### config.mk
export PLATFORM = sky130hd
export DESIGN_NAME = booth_ctrl_flat
export DESIGN_NICKNAME = d
export VERILOG_FILES = /design/src/rtl/booth_ctrl_if.sv /design/src/rtl/booth_ctrl.sv /design/src/flat_wrapper.sv
export SDC_FILE = /design/constraint.sdc
export NUM_CORES = 1
export LEC_CHECK = 0
export ABC_AREA = 1
export BUFFER_PORTS_ARGS = -buffer_cell sky130_fd_sc_hd__clkbuf_2
export CORE_MARGIN = 5
export CORE_UTILIZATION = 25
export CTS_BUF_LIST = sky130_fd_sc_hd__clkbuf_16
export CTS_CLUSTER_DIAMETER = 80
export CTS_CLUSTER_SIZE = 8
export DETAILED_ROUTE_END_ITERATION = 16
export PLACE_DENSITY = 0.68
export SYNTH_ARGS = -nofsm -noshare
export SYNTH_HDL_FRONTEND = slang
export SYNTH_SLANG_ARGS = --single-unit
### constraint.sdc
create_clock -name clk -period 3.59 [get_ports clk]
set_clock_uncertainty 0.05 [all_clocks]
set_input_delay 0.718 -clock clk [delete_from_list [all_inputs] [get_ports clk]]
set_output_delay 0.718 -clock clk [all_outputs]
set_load 0.02 [all_outputs]
### src/rtl/booth_ctrl_if.sv
// Operand/product handshake bundle between a producer/consumer and booth_ctrl.
interface booth_ctrl_if #(
  parameter int unsigned WIDTH = 16
);
  logic             in_valid;
  logic             in_ready;
  logic [WIDTH-1:0] in_data;
  logic             out_valid;
  logic             out_ready;
  logic             busy;

  modport master (
    output in_valid, in_data, out_ready,
    input  in_ready, out_valid, busy
  );

  modport slave (
    input  in_valid, in_data, out_ready,
    output in_ready, out_valid, busy
  );
endinterface

### src/rtl/booth_ctrl.sv
// Radix-2 Booth multiplier controller: takes multiplicand then multiplier beats,
// sequences EVAL/SHIFT iterations on the datapath, and holds the A:Q product.
module booth_ctrl #(
  parameter int unsigned WIDTH = 16
) (
  input  logic             clk,
  input  logic             rst,
  booth_ctrl_if.slave      bus,
  output logic [WIDTH-1:0] data_out,
  input  logic             q0,
  input  logic             qm1,
  input  logic             eqz,
  output logic             ldA,
  output logic             ldQ,
  output logic             ldM,
  output logic             clrA,
  output logic             clrQ,
  output logic             clrff,
  output logic             sftA,
  output logic             sftQ,
  output logic             addsub,
  output logic             decr,
  output logic             ldCnt
);

  typedef enum logic [2:0] {
    IDLE  = 3'd0,
    LOADQ = 3'd1,
    EVAL  = 3'd2,
    SHIFT = 3'd3,
    DONE  = 3'd4
  } state_t;

  state_t state;
  state_t state_nxt;

  assign data_out = bus.in_data;

  // State register
  always_ff @(posedge clk or posedge rst) begin
    if (rst) state <= IDLE;
    else     state <= state_nxt;
  end

  // Next state, handshake and datapath strobes
  always_comb begin
    state_nxt     = state;
    bus.in_ready  = 1'b0;
    bus.busy      = 1'b0;
    bus.out_valid = 1'b0;
    ldA    = 1'b0;
    ldQ    = 1'b0;
    ldM    = 1'b0;
    clrA   = 1'b0;
    clrQ   = 1'b0;
    clrff  = 1'b0;
    sftA   = 1'b0;
    sftQ   = 1'b0;
    addsub = 1'b0;
    decr   = 1'b0;
    ldCnt  = 1'b0;

    case (state)
      IDLE: begin
        bus.in_ready = 1'b1;
        if (bus.in_valid) begin
          ldM       = 1'b1;
          clrA      = 1'b1;
          clrQ      = 1'b1;
          clrff     = 1'b1;
          ldCnt     = 1'b1;
          state_nxt = LOADQ;
        end
      end
      LOADQ: begin
        bus.in_ready = 1'b1;
        bus.busy     = 1'b1;
        if (bus.in_valid) begin
          ldQ       = 1'b1;
          state_nxt = EVAL;
        end
      end
      EVAL: begin
        bus.busy = 1'b1;
        if (eqz) begin
          state_nxt = DONE;
        end else begin
          // Booth recoding: 01 adds M, 10 subtracts M
          case ({q0, qm1})
            2'b01: begin
              ldA    = 1'b1;
              addsub = 1'b1;
            end
            2'b10: ldA = 1'b1;
            default: ;
          endcase
          state_nxt = SHIFT;
        end
      end
      SHIFT: begin
        bus.busy  = 1'b1;
        sftA      = 1'b1;
        sftQ      = 1'b1;
        decr      = 1'b1;
        state_nxt = EVAL;
      end
      DONE: begin
        bus.out_valid = 1'b1;
        if (bus.out_ready) state_nxt = IDLE;
      end
      default: state_nxt = IDLE;
    endcase

    // Strobes must not reach the datapath while reset is asserted
    if (rst) begin
      ldA    = 1'b0;
      ldQ    = 1'b0;
      ldM    = 1'b0;
      clrA   = 1'b0;
      clrQ   = 1'b0;
      clrff  = 1'b0;
      sftA   = 1'b0;
      sftQ   = 1'b0;
      addsub = 1'b0;
      decr   = 1'b0;
      ldCnt  = 1'b0;
    end
  end

endmodule

### src/flat_wrapper.sv
// flat-port wrapper written by rule: the top's interface ports become plain ports
module booth_ctrl_flat 
#(
  parameter int unsigned WIDTH = 16
)
  (clk, rst, data_out, q0, qm1, eqz, ldA, ldQ, ldM, clrA, clrQ, clrff, sftA, sftQ, addsub, decr, ldCnt, bus_in_valid, bus_in_data, bus_out_ready, bus_in_ready, bus_out_valid, bus_busy);
  booth_ctrl_if #(.WIDTH(WIDTH)) bus_i ();
  input  logic clk;
  input  logic rst;
  output logic [WIDTH-1:0] data_out;
  input  logic q0;
  input  logic qm1;
  input  logic eqz;
  output logic ldA;
  output logic ldQ;
  output logic ldM;
  output logic clrA;
  output logic clrQ;
  output logic clrff;
  output logic sftA;
  output logic sftQ;
  output logic addsub;
  output logic decr;
  output logic ldCnt;
  input wire logic [$bits(bus_i.in_valid)-1:0] bus_in_valid;
  input wire logic [$bits(bus_i.in_data)-1:0] bus_in_data;
  input wire logic [$bits(bus_i.out_ready)-1:0] bus_out_ready;
  output wire logic [$bits(bus_i.in_ready)-1:0] bus_in_ready;
  output wire logic [$bits(bus_i.out_valid)-1:0] bus_out_valid;
  output wire logic [$bits(bus_i.busy)-1:0] bus_busy;
  assign bus_i.in_valid = bus_in_valid;
  assign bus_i.in_data = bus_in_data;
  assign bus_i.out_ready = bus_out_ready;
  assign bus_in_ready = bus_i.in_ready;
  assign bus_out_valid = bus_i.out_valid;
  assign bus_busy = bus_i.busy;
  booth_ctrl #(.WIDTH(WIDTH)) u_core (.clk(clk), .rst(rst), .bus(bus_i), .data_out(data_out), .q0(q0), .qm1(qm1), .eqz(eqz), .ldA(ldA), .ldQ(ldQ), .ldM(ldM), .clrA(clrA), .clrQ(clrQ), .clrff(clrff), .sftA(sftA), .sftQ(sftQ), .addsub(addsub), .decr(decr), .ldCnt(ldCnt));
endmodule
# After elaboration in Yosys (flattened, before gate mapping)
# Index checks and enable logic that the tools add are counted.
[word_totals]
register_bits = 3
output_inout_bits = 30
word_cells = 38
[op_classes]
eq_ne = 9
n_mux = 23
n_reduce_logical = 5
[ops]
columns = ["op", "count"]
rows = [
  ["2-to-1 mux 1 bit", 18],
  ["case mux 3 bit (5 select lines)", 1],
  ["2-to-1 mux 3 bit", 4],
  ["== test 3 x 2 -> 1 bit (second input constant)", 2],
  ["inequality test 2 bit (second input constant)", 3],
  ["OR reduction 2 bit", 2],
  ["== test 3 x 1 -> 1 bit (second input constant)", 1],
  ["== test 3 bit (second input constant)", 1],
  ["zero test 3 bit", 1],
  ["AND reduction 3 bit", 1],
  ["OR reduction 3 bit", 1],
  ["== test 2 x 1 -> 1 bit (second input constant)", 1],
  ["== test 2 bit (second input constant)", 1],
]

# Logic depth before layout (Yosys ltp)
[logic_depth]
depth_word = 6
ltp_mapped = 6

# Worst setup path before layout
# No wires, ideal clock.
[synth_timing]
kind = "input to output"
startpoint = "input port bus_in_valid"
endpoint = "output port clrQ"
t_arrival_ps = 1763
required_ps = 2822
slack_ps = 1059
cell_stages = 3
path_buffers = 1
path_cell_list = "inv_1 nor3_1 buf_4"
[synth_between]
elab_chain_cells = 3
[synth_lines]
columns = ["element", "line_no", "rtl"]
rows = [
  ["from (decl)", "flat_wrapper.sv:25", "input wire logic [$bits(bus_i.in_valid)-1:0] bus_in_valid;"],
  ["2-to-1 mux 1 bit (3 in a row)", "--", ""],
  ["to (decl)", "flat_wrapper.sv:18", "output logic clrQ;"],
]
# Every way passes these cells.

# Worst setup path after layout
[layout_timing]
startpoint = "register u_core.state[0]"
endpoint = "output port ldM"
[layout_between]
elab_chain_cells = 3
[layout_lines]
columns = ["element", "line_no", "rtl"]
rows = [
  ["from (decl)", "booth_ctrl.sv:34", "state_t state;"],
  ["from (signal assigned)", "booth_ctrl.sv:42", "else state <= state_nxt;"],
  ["zero test 3 bit", "booth_ctrl.sv:63", "case (state)"],
  ["2-to-1 mux 1 bit", "booth_ctrl.sv:63", ""],
  ["2-to-1 mux 1 bit", "booth_ctrl.sv:115", "if (rst) begin"],
  ["to (decl)", "flat_wrapper.sv:16", "output logic ldM;"],
]
# Every way passes these cells.

==> impl_metrics.toml <==
[sta]
max_freq_mhz = 426
rsz0062_at_grt = "no"
setup_viol = 0
holdWs_ns = 0.341
slew_headroom = 0.694
setup_tns_ns = 0
timing.final.ws_setup_ns = 1.24
fin_crit_ns = 2.35
worst_slew_pin_slew_ns = 0.456
final-hold-violation-count = 0
slew_violations = 0
min_period_over_period = 0.653

[logic_synthesis]
synthArstFlopShare = 1.00
syn_avg_cell_area_um2 = 7.11
synthCells = 63
synth_seq_cells = 3
synth_nets = 87
synth.top_cells.by_area = "buf_4, dfrtp_1, inv_1"
synth_edf_count = 0
yosys.cell_types.count = 14
yosys_warnings = 0
synth_largest_area_cell = "buf_4"
synthFlopType = "dfrtp_1"
yosysSeqAreaShare = 0.168
synth_area_um2 = 448
synth_top_area_share = 0.369

[routing]
firstDrtPassIters = 1
num_vias = 359
antenna_left = 0
routed_via_density = 3.99
drt_iter0_drc = 0
drc = 0
routed_wl_um = 944
wl_per_cell_um = 10.5

[floorplanning]
die-area_mm2 = 0.00274
rows = 15
die_h_um = 52.3
start_util = 0.262
io_pins = 53
core_mm2 = 0.00171
die_x_um = 52.3

[critical_path]
reg2reg_depth = 6
critPathMaxStageDelay_ns = 0.42
cp_max_fo = 5
crit_arrival_ns = 1.58
worstPathRequired_ns = 2.82
worstPathCellList = "nor2_1, nand2_2, nor3_1, clkbuf_2"
cp_slowest_cell = "dfrtp_1"
crit_buf_inv = 1
reg2reg_to = "u_core.state[0]$_DFFE_PP0P_"
rrSetupSlack_ns = 2.46
critPathCaptureType = "primary output"
critPathTopFamily = "simple AND/OR/NAND/NOR gates"
crit_type = "register to primary output"
rr_startpoint = "u_core.state[0]$_DFFE_PP0P_"
start_kind = "register"

[place]
port_buffers = 20
dp_hpwl_um = 761
pre_cts_ws_ns = 1.27
gp_congestion = 0.756

[power_and_ir_drop]
combinationalPowerShare = 0.499
p_sw_frac = 0.440
p_int_w = 0.000268
peakVddDrop_v = 0.000255
leakagePower_nw = 0.300
clockPowerShare = 0.362
switching_power_w = 0.000210
pwr-share-seq = 0.139
p_per_area_mw_per_mm2 = 970

[layout]
final_common_cell = "clkbuf_2"
largest-register = "u_core.state"
drive_gt1_frac = 0.585
reg_top3 = "u_core.state x3"
final_cell_mix = "clkbuf_2, inv_1, nor2_1"
layout.nets = 90
antenna_cells = 0
largest_reg_flops = 3
area_growth_pct = 10.1

[global_routing]
gr-usage-all-layers = 0.0789
grt_overflow_total = 0
grt_pass1_vias = 383
grt_pass1_wl_um = 1540
antenna_found_initial = 0
grt_max_degree = 6

[cts]
cts_max_level = 1
clkSinkCount = 3
cts.path.max_buffers = 2
cts_root_buffer = "clkbuf_16"
post-cts-setup-buffers = 0
cts_buffers = 3
hold_buffers = 0
clk_pin_slew_ns = 0.03
ctsResizeCount = 0
cts_tree = "built"
clk_latency_ns = 0.22

[run_status]
status = "completed"

[flow_run]
cap_violations = 0

[min_path]
hold_path.class = "input pin to async pin"
[metal layers]
metal  global-route usage  vias up  part of all wire
li1                     -      173                 -
met5                    0        -                 0
met2                0.140       12              0.58
met4               0.0809        0             0.042
met1               0.0614      164              0.27
met3               0.0313       10              0.11
[synthesized netlist by cell type (2+ instances only)]
cell / instances
buf_4: 22
dfrtp_1: 3
inv_1: 7
inv_2: 4
nand2_1: 4
nand2_2: 4
nand2_4: 2
nand3_1: 3
nand3_2: 2
nor2_1: 5
nor2_2: 2
nor3_1: 3
[per-stage QoR]
| step | instances | total power (W) | area, µm² | util |
|---|---|---|---|---|
| after floorplan | 63 | 0.000284 | 448 | - |
| after global placement | 86 | 0.000298 | 414 | 0.242 |
| after detailed placement | 86 | 0.000306 | 414 | 0.242 |
| after CTS | 90 | 0.000483 | 493 | 0.289 |
| after global routing | 90 | 0.000513 | 493 | 0.289 |
| final | 90 | 0.000478 | 493 | 0.289 |
[cell type report]
cell class                      instances  area (µm²)
Tap cell                               25        31.3
Sequential cell                         3        75.1
Clock buffer                            3        75.1
Timing Repair Buffer                   20         100
Fill cell                             183        1210
Clock inverter                          1        3.75
Inverter                               11        41.3
Multi-Input combinational cell         27         166
[cell families after synthesis]
| kind of cell | count (synthesis) | synth area share |
|---|---|---|
| adders and majority gates | 1 | 0.0279 |
| buffers and inverters | 33 | 0.461 |
| DFF | 3 | 0.168 |
| and+or+nand+nor | 26 | 0.344 |
[power groups by stage]
stage | logic [W] | registers [W] | clock network [W]
6_report | 0.000239 | 0.0000666 | 0.000173
5_1_grt | 0.000265 | 0.0000697 | 0.000178
4_1_cts | 0.000241 | 0.0000660 | 0.000176
3_5_place_dp | 0.000240 | 0.0000663 | 0
3_3_place_gp | 0.000233 | 0.0000657 | 0
2_1_floorplan | 0.000220 | 0.0000637 | 0
[worst max path at each step]
stage / start / to / slack, ns / cells after the start
after floorplan: bus_in_valid / clrQ / 1.06 / 3
after global placement: bus_in_valid / ldCnt / 1.34 / 4
after detailed placement: bus_in_valid / ldM / 1.27 / 4
after CTS: u_core.state[0]$_DFFE_PP0P_ / ldM / 1.24 / 4
after global routing: u_core.state[0]$_DFFE_PP0P_ / clrQ / 1.09 / 4
final: u_core.state[0]$_DFFE_PP0P_ / ldM / 1.24 / 4
Note: power is estimated with default switching activity, not from simulation.
